$ cat config.mk
export PLATFORM = sky130hd
export DESIGN_NAME = cond_wb_unit
export DESIGN_NICKNAME = d
export VERILOG_FILES = /design/src/rtl/cond_wb_unit.sv
export SDC_FILE = /design/constraint.sdc
export NUM_CORES = 1
export LEC_CHECK = 0
export CORE_AREA = 10 10 101 85
export DETAILED_ROUTE_END_ITERATION = 12
export DIE_AREA = 0 0 111 95
export PLACE_DENSITY = 0.86
export SYNTH_ARGS = -nofsm -noshare
export SYNTH_HDL_FRONTEND = slang
export SYNTH_SLANG_ARGS = --single-unit
$ cat constraint.sdc
create_clock -name clk -period 3.45 [get_ports clk]
set_input_delay 0.69 -clock clk [delete_from_list [all_inputs] [get_ports clk]]
set_output_delay 0.69 -clock clk [all_outputs]
set_load 0.05 [all_outputs]
$ cat src/rtl/cond_wb_unit.sv
// Conditional-execution and writeback unit sitting right after the ALU.
// It holds the NZCV flags, evaluates the ARM condition field against them,
// gates the PC, register and memory writes, and spreads a 64-bit
// long-multiply result over two register-file write cycles.
// Ports:
//   clk, reset             clock; synchronous active-low reset
//   Cond                   condition field of the current instruction
//   ALUFlags, FlagW        new {N,Z,C,V} and the per-half update enables
//   PCS, RegW, MemW        raw write requests from the decoder
//   NoWrite, LongMul       compare-type and 64-bit-result qualifiers
//   Result, ResultExtra    low and high ALU results
//   RdLo, RdHi             destinations of the low and high results
//   CondEx, PCSrc          condition passed; gated PC write
//   RegWrite, MemWrite     gated register-file and memory write enables
//   WA3, WD3               register-file write address and data
//   Stall                  hold the upstream instruction this cycle
//   Flags                  stored {N,Z,C,V}
module cond_wb_unit #(
  parameter int WIDTH = 32,
  parameter int RA_W  = 4
) (
  input  logic             clk,
  input  logic             reset,
  input  logic [3:0]       Cond,
  input  logic [3:0]       ALUFlags,
  input  logic [1:0]       FlagW,
  input  logic             PCS,
  input  logic             RegW,
  input  logic             MemW,
  input  logic             NoWrite,
  input  logic             LongMul,
  input  logic [WIDTH-1:0] Result,
  input  logic [WIDTH-1:0] ResultExtra,
  input  logic [RA_W-1:0]  RdLo,
  input  logic [RA_W-1:0]  RdHi,
  output logic             CondEx,
  output logic             PCSrc,
  output logic             RegWrite,
  output logic             MemWrite,
  output logic [RA_W-1:0]  WA3,
  output logic [WIDTH-1:0] WD3,
  output logic             Stall,
  output logic [3:0]       Flags
);

  typedef enum logic {
    IDLE = 1'b0,
    HI   = 1'b1
  } state_t;

  state_t           state_q;
  state_t           state_d;
  logic [3:0]       flags_q;
  logic [3:0]       flags_d;
  logic [WIDTH-1:0] hi_data_q;
  logic [RA_W-1:0]  hi_addr_q;
  logic             hi_load;

  logic n_f;
  logic z_f;
  logic c_f;
  logic v_f;

  assign n_f   = flags_q[3];
  assign z_f   = flags_q[2];
  assign c_f   = flags_q[1];
  assign v_f   = flags_q[0];
  assign Flags = flags_q;

  // Condition check only ever sees the stored flags, so the flags an
  // instruction produces take effect from the next instruction on.
  always_comb begin
    CondEx = 1'b0;
    case (Cond)
      4'b0000: CondEx = z_f;
      4'b0001: CondEx = ~z_f;
      4'b0010: CondEx = c_f;
      4'b0011: CondEx = ~c_f;
      4'b0100: CondEx = n_f;
      4'b0101: CondEx = ~n_f;
      4'b0110: CondEx = v_f;
      4'b0111: CondEx = ~v_f;
      4'b1000: CondEx = c_f & ~z_f;
      4'b1001: CondEx = ~c_f | z_f;
      4'b1010: CondEx = (n_f == v_f);
      4'b1011: CondEx = (n_f != v_f);
      4'b1100: CondEx = ~z_f & (n_f == v_f);
      4'b1101: CondEx = z_f | (n_f != v_f);
      4'b1110: CondEx = 1'b1;
      default: CondEx = 1'b0;
    endcase
  end

  always_comb begin
    state_d  = state_q;
    flags_d  = flags_q;
    hi_load  = 1'b0;
    PCSrc    = 1'b0;
    RegWrite = 1'b0;
    MemWrite = 1'b0;
    Stall    = 1'b0;
    WA3      = '0;
    WD3      = '0;

    unique case (state_q)
      IDLE: begin
        PCSrc    = PCS & CondEx;
        MemWrite = MemW & CondEx;
        RegWrite = RegW & CondEx & ~NoWrite;
        WA3      = RdLo;
        WD3      = Result;
        if (CondEx & FlagW[1]) flags_d[3:2] = ALUFlags[3:2];
        if (CondEx & FlagW[0]) flags_d[1:0] = ALUFlags[1:0];
        // Low half goes out now; the high half is parked for one cycle
        // while upstream is held on the same instruction.
        if (LongMul & RegWrite) begin
          Stall   = 1'b1;
          hi_load = 1'b1;
          state_d = HI;
        end
      end
      HI: begin
        // The replayed upstream instruction is ignored here.
        RegWrite = 1'b1;
        WA3      = hi_addr_q;
        WD3      = hi_data_q;
        state_d  = IDLE;
      end
      default: state_d = IDLE;
    endcase

    if (!reset) begin
      PCSrc    = 1'b0;
      RegWrite = 1'b0;
      MemWrite = 1'b0;
      Stall    = 1'b0;
      WA3      = '0;
      WD3      = '0;
    end
  end

  always_ff @(posedge clk) begin
    if (!reset) begin
      state_q   <= IDLE;
      flags_q   <= 4'b0000;
      hi_data_q <= '0;
      hi_addr_q <= '0;
    end else begin
      state_q <= state_d;
      flags_q <= flags_d;
      if (hi_load) begin
        hi_data_q <= ResultExtra;
        hi_addr_q <= RdHi;
      end
    end
  end

endmodule

==> impl_metrics.toml <==
[sta]
skew_ns = 0.00939
worst_pin_slew_ns = 0.632
hold_ws_ns = 0.462
rsz0062_at_grt = "no"
max_freq_mhz = 298
setup_viol = 0
finalCritPeriodShare = 0.973
slew_violations = 0
final_hold_viol_count = 0
fin_crit_ns = 3.36
slew-limit-headroom = 0.579

[logic_synthesis]
ys_warn_count = 0
synth_area_um2 = 2570
synth_top_family_by_area = "multiplexers"
synth_compound_area_frac = 0.0292
async_flop_share = 0
synth-xor-area-share = 0.00682
yosys.area_share.simple = 0.291
ys_types = 35
synth_area_per_cell_um2 = 8.54
synth_edf_count = 0
seq_area_frac_synth = 0.319
synth_fp_nets = 390
syn_inst = 301
synth_flop_cell = "dfxtp_1"
yosys.area_share.adder = 0
ys_ff_latch = 41
synthMuxAreaShare = 0.300

[power]
p_seq_frac = 0.400
ir_worst_vdd_mv = 0.120
totalPowerFinal_w = 0.00125
total_leakage_power_nw = 1.79
powerDensity_nw_per_um2 = 313
clkPwrFrac = 0.272
p_int_w = 0.000863
p_sw_w = 0.000387
power_switching_share = 0.310
power_frac_comb = 0.328

[clock_network]
cts_buffer_depth = 2
cts_sinks = 41
cts_tree = "done"
clkSlewWorstSetupHoldPaths_ns = 0.08
clockRootBuffer = "clkbuf_8"
clock_latency_ns = 0.29
ctsHtreeMaxLevel = 2
cts_buffers = 5

[place]
placed_cells = 508
dp_hpwl_um = 6010
gp_congestion = 0.805
io_buffers = 133

[run]
maxCapViolations = 0

[floorplan]
core.rowCount = 27
die-width_um = 111
dieHeight_um = 95
coreArea_um2 = 6660
die_area_um2 = 10500
start_util = 0.386
io-pin-count = 134

[global_route]
grt_max_degree = 61
track_usage = 0.138
grt_overflow_total = 0
grt_pass1_wl_um = 12200
antenna_found_initial = 0
grt_pass1_vias = 2463

[worst_setup_path]
start_kind = "input port"
required_ns = 2.76
crit_type = "input port to output port"
critPathArrivalTime_ns = 2.67
end_kind = "output port"
cp_max_fo = 7

[layout]
antenna_cells = 0
area_growth_pct = 55.6
layout_common_cells = "92 x clkdlybuf4s50_1, 81 x nand2_1, 77 x mux2i_1"
layout_commonest_cell = "clkdlybuf4s50_1"
fin_nets = 517
drive_above_1_share = 0.161
stdcell_count = 516
fin_util = 0.601

[detailed_routing]
dr.pass1.iters = 4
wirelength_um = 7570
viasPerCell = 4.81
dr_total_vias = 2480
route.detailed.drc = 0
ant_nets = 0
routedWlPerCell_um = 14.7
drt_iter0_drc = 76

[status]
status = "finished, final reports clean"

[worst_hold_path]
holdCritPathClass = "register to register"
[sequential cells by signal, indices dropped and copies added (netlist names)]
| signal | flops |
|---|---|
| hi_data_q | 32 |
| Flags | 4 |
| hi_addr_q | 4 |
| state_q | 1 |
[worst max-delay path, cell delays in order]
cell,delay [ns]
dlygate4sd2_1,0.30
buf_4,0.17
and3_2,0.20
a32oi_1,0.15
a31oi_1,0.13
or4b_4,0.58
a31oi_2,0.20
nor2b_1,0.06
buf_4,0.18
[through the flow]
step	TNS, ns	setup WS, ns	area (um2)
after global placement	-0.488	-0.186	3890
after CTS	0	0.0814	4000
after detailed placement	-0.737	-0.249	3890
after floorplan	0	0.0459	2570
after global routing	0	0.00240	4000
final	0	0.0939	4000
[cell families (layout without fill, tap and decap cells)]
kind of cell              after synthesis  after routing
AOI/OAI and AO/OA                      10             10
xor gates and xnor gates                2              2
buffers and inverters                  28            156
DFF                                    41             41
muxes                                  77             77
and+or+nand+nor                       143            143
[worst paths after layout]
path	start	endpoint	slack, ns	cells after the start
worst min register to register	hi_data_q[30]	hi_data_q[30]	0.46	2
worst min-delay path	hi_data_q[30]	hi_data_q[30]	0.46	2
worst max-delay path	Cond[3]	RegWrite	0.09	9
worst max register to register	Flags[0]	hi_data_q[7]	1.04	7
[timing repair]
action	4_1_cts	5_1_grt
buffers inserted	0	0
endpoints found under the hold margin	0	0
gates cloned	0	0
setup endpoints to repair	5	1
gates resized for setup	5	4
hold buffers	0	0
[routing by layer]
| metal | GRT usage | share of wire | up-vias |
|---|---|---|---|
| met5 | 0 | 0 | - |
| met4 | 0.0325 | 0.0053 | 0 |
| met3 | 0.0507 | 0.080 | 5 |
| met2 | 0.227 | 0.47 | 89 |
| met1 | 0.169 | 0.44 | 1124 |
| li1 | - | - | 1262 |
[synth_stat cells (2+ instances only)]
master	n	area (um2)
nand2_1	82	308
mux2i_1	77	771
dfxtp_1	41	821
nor2b_1	39	244
clkbuf_1	14	52.6
buf_2	5	25.0
buf_1	3	11.3
buf_6	3	33.8
a21oi_1	2	10.0
a31oi_1	2	12.5
and4b_1	2	20.0
inv_1	2	7.51
nand2b_1	2	12.5
nand3b_1	2	15.0
nand3b_4	2	40.0
nor2_1	2	7.51
nor3b_1	2	15.0
xor2_1	2	17.5
[area by class of cell]
| class | instances | area, um2 |
|---|---|---|
| clock inverter | 1 | 5.00 |
| clock buffer | 7 | 96.3 |
| timing repair buffer | 146 | 1330 |
| multi-input combinational | 232 | 1630 |
| tap | 87 | 109 |
| sequential | 41 | 822 |
| fill | 601 | 2660 |
| inverter | 2 | 7.51 |
[power by group through the flow]
stage	logic [W]	clock network [W]	registers, W
2_1_floorplan	0.000226	0	0.000517
3_3_place_gp	0.000403	0	0.000511
5_1_grt	0.000436	0.000378	0.000502
3_5_place_dp	0.000411	0	0.000511
6_report	0.000410	0.000340	0.000500
4_1_cts	0.000412	0.000359	0.000500
Note: power is estimated with default switching activity, not from simulation.
